## config.mk

```make
export PLATFORM = sky130hd
export DESIGN_NAME = c2c_slave_burst_rx_flat
export DESIGN_NICKNAME = d
export VERILOG_FILES = /design/src/rtl/c2c_slave_burst_rx_if.sv /design/src/rtl/c2c_slave_burst_rx.sv /design/src/flat_wrapper.sv
export SDC_FILE = /design/constraint.sdc
export NUM_CORES = 1
export LEC_CHECK = 0
export CAP_MARGIN = 5
export CORE_ASPECT_RATIO = 2
export CORE_MARGIN = 1.5
export CORE_UTILIZATION = 45
export CTS_BUF_LIST = sky130_fd_sc_hd__clkbuf_16
export DETAILED_ROUTE_END_ITERATION = 10
export PLACE_DENSITY_LB_ADDON = 0.1
export SETUP_SLACK_MARGIN = 0.1
export SKIP_CTS_REPAIR_TIMING = 1
export SYNTH_ARGS = -nofsm -noshare
export SYNTH_HDL_FRONTEND = slang
export SYNTH_SLANG_ARGS = --single-unit
```

## constraint.sdc

```tcl
create_clock -name clk -period 2.93 [get_ports clk]
set_input_delay 0.879 -clock clk [delete_from_list [all_inputs] [get_ports clk]]
set_output_delay 0.879 -clock clk [all_outputs]
set_load 0.05 [all_outputs]
```

## src/rtl/c2c_slave_burst_rx_if.sv

```systemverilog
// rtl/c2c_slave_burst_rx_if.sv - chip-to-chip burst handshake bundle
//
// Ports (signals of the bundle):
//   request, valid, data_in         master -> slave request, word-valid and word
//   ack, data_ack, notice           slave handshake and LED indication
//   data, data_done                 assembled burst and its one-cycle update pulse
//   timeout_err, busy               sticky timeout flag and not-idle status
interface c2c_slave_burst_rx_if #(
  parameter int DATA_W    = 3,
  parameter int BURST_LEN = 2
);
  logic                          request;
  logic                          valid;
  logic [DATA_W-1:0]             data_in;
  logic                          ack;
  logic                          data_ack;
  logic                          notice;
  logic [DATA_W*BURST_LEN-1:0]   data;
  logic                          data_done;
  logic                          timeout_err;
  logic                          busy;

  modport master (
    output request, valid, data_in,
    input  ack, data_ack, notice, data, data_done, timeout_err, busy
  );

  modport slave (
    input  request, valid, data_in,
    output ack, data_ack, notice, data, data_done, timeout_err, busy
  );
endinterface

```

## src/rtl/c2c_slave_burst_rx.sv

```systemverilog
// rtl/c2c_slave_burst_rx.sv - chip-to-chip slave receiving one burst per request
//
// Ports:
//   clk  system clock, rising edge
//   rst  asynchronous active-high reset
//   bus  c2c_slave_burst_rx_if.slave: request/valid/data_in from the master pins,
//        ack/data_ack/notice/data/data_done/timeout_err/busy registered outputs
module c2c_slave_burst_rx #(
  parameter int DATA_W    = 3,
  parameter int BURST_LEN = 2,
  parameter int ACK_DELAY = 100_000_000,
  parameter int TIMEOUT   = 200_000_000
) (
  input  logic                  clk,
  input  logic                  rst,
  c2c_slave_burst_rx_if.slave   bus
);
  localparam int MAXP = (ACK_DELAY > TIMEOUT) ? ACK_DELAY : TIMEOUT;
  localparam int CW   = $clog2(MAXP + 1) + 1;
  localparam int IW   = (BURST_LEN > 1) ? $clog2(BURST_LEN) : 1;
  localparam logic [CW-1:0] DELAY_LOAD = CW'(ACK_DELAY - 1);
  localparam logic [CW-1:0] TIMER_LAST = CW'((TIMEOUT > 0) ? TIMEOUT - 1 : 0);
  localparam logic [IW-1:0] IDX_LAST   = IW'(BURST_LEN - 1);

  typedef enum logic [2:0] {
    IDLE, NOTICE, WAIT_VALID, WAIT_VALID_LOW, WAIT_RQ_LOW
  } state_t;

  // Two-flop synchronisers for the asynchronous master pins
  logic request_m, request_s, valid_m, valid_s;

  state_t                                   state, state_n;
  logic [CW-1:0]                            delay_cnt, delay_cnt_n;
  logic [CW-1:0]                            timer, timer_n;
  logic [IW-1:0]                            idx, idx_n;
  logic [BURST_LEN-1:0][DATA_W-1:0]         shadow, shadow_n;
  logic [DATA_W*BURST_LEN-1:0]              data_r, data_n;
  logic ack_r, ack_n, data_ack_r, data_ack_n, notice_r, notice_n;
  logic done_r, done_n, terr_r, terr_n, busy_r, busy_n;
  logic timer_expired;

  always_ff @(posedge clk or posedge rst) begin
    if (rst) begin
      request_m <= 1'b0;
      request_s <= 1'b0;
      valid_m   <= 1'b0;
      valid_s   <= 1'b0;
    end else begin
      request_m <= bus.request;
      request_s <= request_m;
      valid_m   <= bus.valid;
      valid_s   <= valid_m;
    end
  end

  always_ff @(posedge clk or posedge rst) begin
    if (rst) begin
      state      <= IDLE;
      delay_cnt  <= '0;
      timer      <= '0;
      idx        <= '0;
      shadow     <= '0;
      data_r     <= '0;
      ack_r      <= 1'b0;
      data_ack_r <= 1'b0;
      notice_r   <= 1'b0;
      done_r     <= 1'b0;
      terr_r     <= 1'b0;
      busy_r     <= 1'b0;
    end else begin
      state      <= state_n;
      delay_cnt  <= delay_cnt_n;
      timer      <= timer_n;
      idx        <= idx_n;
      shadow     <= shadow_n;
      data_r     <= data_n;
      ack_r      <= ack_n;
      data_ack_r <= data_ack_n;
      notice_r   <= notice_n;
      done_r     <= done_n;
      terr_r     <= terr_n;
      busy_r     <= busy_n;
    end
  end

  // A zero TIMEOUT never expires and the timer is left parked at 0
  assign timer_expired = (TIMEOUT != 0) && (timer == TIMER_LAST);

  always_comb begin
    state_n     = state;
    delay_cnt_n = delay_cnt;
    timer_n     = timer;
    idx_n       = idx;
    shadow_n    = shadow;
    data_n      = data_r;
    ack_n       = ack_r;
    data_ack_n  = data_ack_r;
    notice_n    = notice_r;
    done_n      = 1'b0;
    terr_n      = terr_r;

    case (state)
      IDLE: begin
        if (request_s) begin
          state_n     = NOTICE;
          notice_n    = 1'b1;
          delay_cnt_n = DELAY_LOAD;
          terr_n      = 1'b0;
        end
      end
      NOTICE: begin
        if (!request_s) begin
          state_n  = IDLE;
          notice_n = 1'b0;
        end else if (delay_cnt == '0) begin
          state_n  = WAIT_VALID;
          notice_n = 1'b0;
          ack_n    = 1'b1;
          idx_n    = '0;
          timer_n  = '0;
        end else begin
          delay_cnt_n = delay_cnt - CW'(1);
        end
      end
      WAIT_VALID, WAIT_VALID_LOW: begin
        // Abort outranks capture, completion and timeout
        if (!request_s) begin
          state_n    = IDLE;
          ack_n      = 1'b0;
          data_ack_n = 1'b0;
        end else if ((state == WAIT_VALID) && valid_s) begin
          shadow_n[idx] = bus.data_in;
          data_ack_n    = 1'b1;
          timer_n       = '0;
          state_n       = WAIT_VALID_LOW;
        end else if ((state == WAIT_VALID_LOW) && !valid_s) begin
          data_ack_n = 1'b0;
          if (idx == IDX_LAST) begin
            data_n  = shadow;
            done_n  = 1'b1;
            ack_n   = 1'b0;
            state_n = WAIT_RQ_LOW;
          end else begin
            idx_n   = idx + IW'(1);
            timer_n = '0;
            state_n = WAIT_VALID;
          end
        end else if (timer_expired) begin
          terr_n     = 1'b1;
          ack_n      = 1'b0;
          data_ack_n = 1'b0;
          state_n    = WAIT_RQ_LOW;
        end else if (TIMEOUT != 0) begin
          timer_n = timer + CW'(1);
        end
      end
      WAIT_RQ_LOW: begin
        if (!request_s) state_n = IDLE;
      end
      default: state_n = IDLE;
    endcase

    busy_n = (state_n != IDLE);
  end

  assign bus.ack         = ack_r;
  assign bus.data_ack    = data_ack_r;
  assign bus.notice      = notice_r;
  assign bus.data        = data_r;
  assign bus.data_done   = done_r;
  assign bus.timeout_err = terr_r;
  assign bus.busy        = busy_r;
endmodule

```

## src/flat_wrapper.sv

```systemverilog
// flat-port wrapper written by rule: the top's interface ports become plain ports
module c2c_slave_burst_rx_flat 
#(
  parameter int DATA_W    = 3,
  parameter int BURST_LEN = 2,
  parameter int ACK_DELAY = 100_000_000,
  parameter int TIMEOUT   = 200_000_000
)
  (clk, rst, bus_request, bus_valid, bus_data_in, bus_ack, bus_data_ack, bus_notice, bus_data, bus_data_done, bus_timeout_err, bus_busy);
  c2c_slave_burst_rx_if #(.DATA_W(DATA_W), .BURST_LEN(BURST_LEN)) bus_i ();
  input  logic clk;
  input  logic rst;
  input wire logic [$bits(bus_i.request)-1:0] bus_request;
  input wire logic [$bits(bus_i.valid)-1:0] bus_valid;
  input wire logic [$bits(bus_i.data_in)-1:0] bus_data_in;
  output wire logic [$bits(bus_i.ack)-1:0] bus_ack;
  output wire logic [$bits(bus_i.data_ack)-1:0] bus_data_ack;
  output wire logic [$bits(bus_i.notice)-1:0] bus_notice;
  output wire logic [$bits(bus_i.data)-1:0] bus_data;
  output wire logic [$bits(bus_i.data_done)-1:0] bus_data_done;
  output wire logic [$bits(bus_i.timeout_err)-1:0] bus_timeout_err;
  output wire logic [$bits(bus_i.busy)-1:0] bus_busy;
  assign bus_i.request = bus_request;
  assign bus_i.valid = bus_valid;
  assign bus_i.data_in = bus_data_in;
  assign bus_ack = bus_i.ack;
  assign bus_data_ack = bus_i.data_ack;
  assign bus_notice = bus_i.notice;
  assign bus_data = bus_i.data;
  assign bus_data_done = bus_i.data_done;
  assign bus_timeout_err = bus_i.timeout_err;
  assign bus_busy = bus_i.busy;
  c2c_slave_burst_rx #(.DATA_W(DATA_W), .BURST_LEN(BURST_LEN), .ACK_DELAY(ACK_DELAY), .TIMEOUT(TIMEOUT)) u_core (.clk(clk), .rst(rst), .bus(bus_i));
endmodule
```

# Word level (Yosys, flattened, before mapping)
# Cells that the tools add are included.
# Widths: inputs -> output; s select.
[word_totals]
ff_bits = 84
input_bits = 7
out_inout_bits = 12
elab_cells = 121
[classes]
addsub = 3
n_lt_le_gt_ge = 2
eq_ne = 21
muxes = 57
bitwise_logic = 1
reduce_logical = 20
[op_table]
columns = ["cell", "count"]
rows = [
  ["$mux 29", 10],
  ["$pmux 29 s2", 2],
  ["$mux 3", 10],
  ["$add 29x1->29 const B", 1],
  ["$eq 29x28->1 const B", 1],
  ["$logic_not 29->1", 1],
  ["$sub 29x1->29 const B", 1],
  ["$mux 1", 28],
  ["$reduce_and 6->1", 4],
  ["$ne 4x4->1 const B", 5],
  ["$ne 2x1->1 const B", 6],
  ["$pmux 3 s4", 1],
  ["$pmux 1 s2", 4],
  ["$bwmux 6", 1],
  ["$eq 3x2->1 const B", 2],
  ["$ne 2x2->1 const B", 3],
  ["$ne 3x3->1 const B", 2],
  ["$reduce_and 3->1", 2],
  ["$reduce_bool 2->1", 3],
  ["$reduce_and 5->1", 1],
  ["$reduce_and 4->1", 1],
  ["$demux 3 s1", 1],
  ["$eq 3x1->1 const B", 1],
  ["$eq 3x3->1 const B", 1],
  ["other kinds (10)", 12],
]

# Logic depth before layout (Yosys ltp)
[depth]
word_depth = 7
mapped_depth = 9
mapped_depth_nobuf = 7

# Worst setup path before layout
# No wires, ideal clock.
[synth_path]
kind = "register to register"
start = "reg u_core.delay_cnt[3]"
end = "reg u_core.notice_r (netlist: u_core.bus.notice)"
setup_time_ns = 0.121
arrival_ns = 2.603
t_required_ns = 2.809
path_slack_ns = 0.206
path_stages_with_launch = 9
path_buffers = 3
synth_period_minus_slack_ns = 2.724
cell_sequence = "dfrtp_1 > buf_6 > or4_4 > buf_6 > or4_4 > buf_6 > or4_4 > a21o_1 > a22o_1"
[synth_via]
elab_chain_len = 3
[synth_rtl]
columns = ["element", "line", "source"]
rows = [
  ["start: declaration", "c2c_slave_burst_rx.sv:33", "logic [CW-1:0] delay_cnt, delay_cnt_n;"],
  ["start signal: assignment", "c2c_slave_burst_rx.sv:72", "delay_cnt <= delay_cnt_n;"],
  ["$logic_not 29->1", "c2c_slave_burst_rx.sv:115", "end else if (delay_cnt == '0) begin"],
  ["$ne 3x3->1 (no line)", "--", ""],
  ["$reduce_and 3->1 (no line)", "--", ""],
  ["end signal: assignment", "c2c_slave_burst_rx.sv:79", "notice_r <= notice_n;"],
  ["end: declaration", "c2c_slave_burst_rx.sv:38", "logic ack_r, ack_n, data_ack_r, data_ack_n, notice_r, notice_n;"],
]
# No other way between the ends.
# A chain may end at the register's enable or synchronous reset.

# Final worst setup path
# Ends and elaborated chain as after synthesis.

==> results.cfg <==
[layout]
final_nets = 518
fin_area_mm2 = 0.00525
regArea_mm2 = 0.00210
multi_input_area_mm2 = 0.00225
syn_to_final_growth_pct = 15.7
fill_cells = 911
drive_gt1_frac = 0.135
antenna_cells = 0

[global_routing]
antenna_found_initial = 0
grt_pass1_vias = 4083
overflow = 0
grt_first_pass_wirelength_um = 19900
grt_usage = 0.241
grt_max_degree = 64

[clock_tree]
tritoncts = yes
root_buffer = clkbuf_16
cts_made_buffers = 9
clk_pin_slew_ns = 0.06
cts.sinks = 84
htreeDepth = 3
insertion_delay_ns = 0.34
clockBufferDepth = 2

[die]
io_pins = 19
fp.dieH_um = 145
die_w_um = 74.0
coreArea_mm2 = 0.00976
dieArea_mm2 = 0.0107
initial_core_util = 0.465
num_rows = 51

[flow_run]
max-cap-violations = 0

[detailed_routing]
wl_per_cell_um = 18.5
vias = 3918
dr.pass1.iters = 4
antenna_left = 0
viasPerCell = 6.07
routed_wl_um = 11900
drc = 0
drt_iter0_markers = 263

[worst_setup_path]
crit_fanout = 9
crit_type = flip-flop to flip-flop
critPathRequiredTime_ns = 3.15
end_kind = flip-flop
arrival_ns = 2.91
cp-start-kind = flip-flop

[logic_synthesis]
synthArstFlopShare = 1.00
synth_edf_count = 0
yosysWarnings = 0
synth_top_area_frac = 0.463
yosys_most_used_dff = dfrtp_1
yosysSeqAreaShare = 0.463
synth.avg_cell_area_um2 = 9.43
synth_area_mm2 = 0.00454
ys_top_cells_by_area = dfrtp_1 46%, mux2_2 3.0%, a21oi_1 2.8%, a31oi_1 2.8%, o21ai_0 2.8%
netlist_instances = 481
synth_top_area_cell = dfrtp_1
ys_seq_elements = 84
yosysUniqueCellTypes = 57
syn_nets = 490

[timing]
slew_headroom = 0.212
max_freq_mhz = 373
setup_viol = 0
tightest_slew_ns = 1.18
slew_viol_final = 0
setup_tns_ns = 0
rsz0062_at_grt = false
hold_viol_final = 0
hold_slack_ns = 0.352
min_period_ns = 2.68
period_share = 0.916
finalClockSkew_ns = 0.00666

[power]
pwr_density_cell_mw_per_mm2 = 472
power.leakage_nw = 2.00
p_switching_w = 0.000589
p_sw_frac = 0.238
ir_drop_uv = 288
combPwrFrac = 0.066
power_frac_seq = 0.489
clkPwrFrac = 0.445
intPower_w = 0.00189

[placement]
dpl.hpwl_um = 8850
placed_cell_area_mm2 = 0.00496
io_buffer_count = 18
place.gp.congestion = 0.861

[outcome]
status = finished, final reports clean

[worst_hold_path]
hold_path_class = flip-flop to flip-flop
cell usage after synthesis, types with 2 or more instances:
cell type / n
nor4_1: 10
or2_2: 6
nand4b_1: 4
a31oi_1: 20
buf_6: 3
and4_1: 3
o41ai_1: 3
mux2_2: 12
a21o_1: 4
nor4_2: 2
o21ai_0: 25
nand2_1: 33
o22ai_1: 2
dfrtp_1: 84
or4_1: 14
mux2i_1: 3
o211ai_1: 4
o21bai_1: 2
nand3_1: 24
o31ai_1: 16
ha_1: 2
or4_4: 3
inv_1: 19
or3_1: 13
and2_1: 4
a22o_1: 2
nand2b_1: 13
clkbuf_1: 21
or4bb_1: 2
nor2_1: 25
nor3_1: 18
a41oi_1: 10
nand4_1: 14
a21oi_1: 25
nor2b_1: 3
o21a_1: 2
and3_1: 9
a31o_2: 3
flip-flops by register name (all words and copies together), names as in the netlist:
name / cells
u_core.bus.ack: 1
u_core.bus.busy: 1
u_core.bus.data: 6
u_core.bus.data_ack: 1
u_core.bus.data_done: 1
u_core.bus.notice: 1
u_core.bus.timeout_err: 1
u_core.delay_cnt: 29
u_core.idx: 1
u_core.request_m: 1
u_core.request_s: 1
u_core.shadow: 6
u_core.state: 3
u_core.timer: 29
u_core.valid_m: 1
u_core.valid_s: 1
cells by family (layout without fill, tap and decap cells):
logic type,after synthesis,after routing,share of synthesized area
simple gates,206,206,0.263
buf+inv,44,76,0.0417
fa+ha+maj,2,2,0.00552
mux,15,15,0.0364
compound gates,129,129,0.188
xor+xnor,1,1,0.00193
flops,84,84,0.463
path summary, 6_finish.rpt:
path,start,to,slack [ns],cells past startpoint
setup / recovery,u_core.delay_cnt[3],u_core.bus.notice,0.25,5
hold / removal,u_core.valid_m,u_core.valid_s,0.35,0
setup reg to reg,u_core.delay_cnt[3],u_core.bus.notice,0.25,5
max in group asynchronous,rst,u_core.bus.notice,1.65,3
min in group asynchronous,rst,u_core.delay_cnt[17],0.98,3
hold reg to reg,u_core.valid_m,u_core.valid_s,0.35,0
final cells by class:
type                            instances  share of cell area
Inverter                               19              0.0143
Clock buffer                            9              0.0429
Sequential cell                        84               0.401
Multi-Input combinational cell        353               0.429
Timing Repair Buffer                   42              0.0711
Clock inverter                          6              0.0107
Tap cell                              132              0.0315
power by group through the flow:
stage               combinational (W)  clock, W  sequential [W]
finish                       0.000164   0.00110         0.00121
floorplan                    0.000109         0         0.00123
global route                 0.000182   0.00117         0.00121
detailed placement           0.000168         0         0.00123
CTS                          0.000168   0.00112         0.00121
global placement             0.000163         0         0.00123
layer usage:
| metal | part of all wire | GRT usage | vias to the layer above |
|---|---|---|---|
| met4 | 0.036 | 0.114 | 0 |
| li1 | - | - | 1895 |
| met1 | 0.36 | 0.236 | 1949 |
| met3 | 0.015 | 0.0306 | 27 |
| met2 | 0.58 | 0.463 | 47 |
| met5 | 0 | 0 | - |
per-stage QoR:
step	setup slack, ns	instances	power [W]	utilization
finish	0.246	645	0.00248	0.537
global route	0.153	645	0.00256	0.537
CTS	0.259	645	0.00250	0.537
detailed placement	0.268	630	0.00140	0.509
global placement	0.304	630	0.00139	0.509
floorplan	0.206	481	0.00134	-
cells in the final DEF (no fill, tap or decap), types with 12 or more instances in the layout:
cell	count
dfrtp_1	84
or4_1	14
nand3_1	24
mux2_2	12
nand2b_1	13
inv_1	20
clkdlybuf4s50_1	18
a31oi_1	20
o31ai_1	16
nor2_1	25
or3_1	13
buf_4	23
o21ai_0	25
nand4_1	14
nor3_1	17
nand2_1	33
a21oi_1	25
critical path: stages (launching register included):
cell and delay (ns):
dfrtp_1 0.46, or4_4 0.62, or4_4 0.60, or4_4 0.48, a21o_1 0.20, a22o_1 0.22
(Power assumes the default switching activity.)
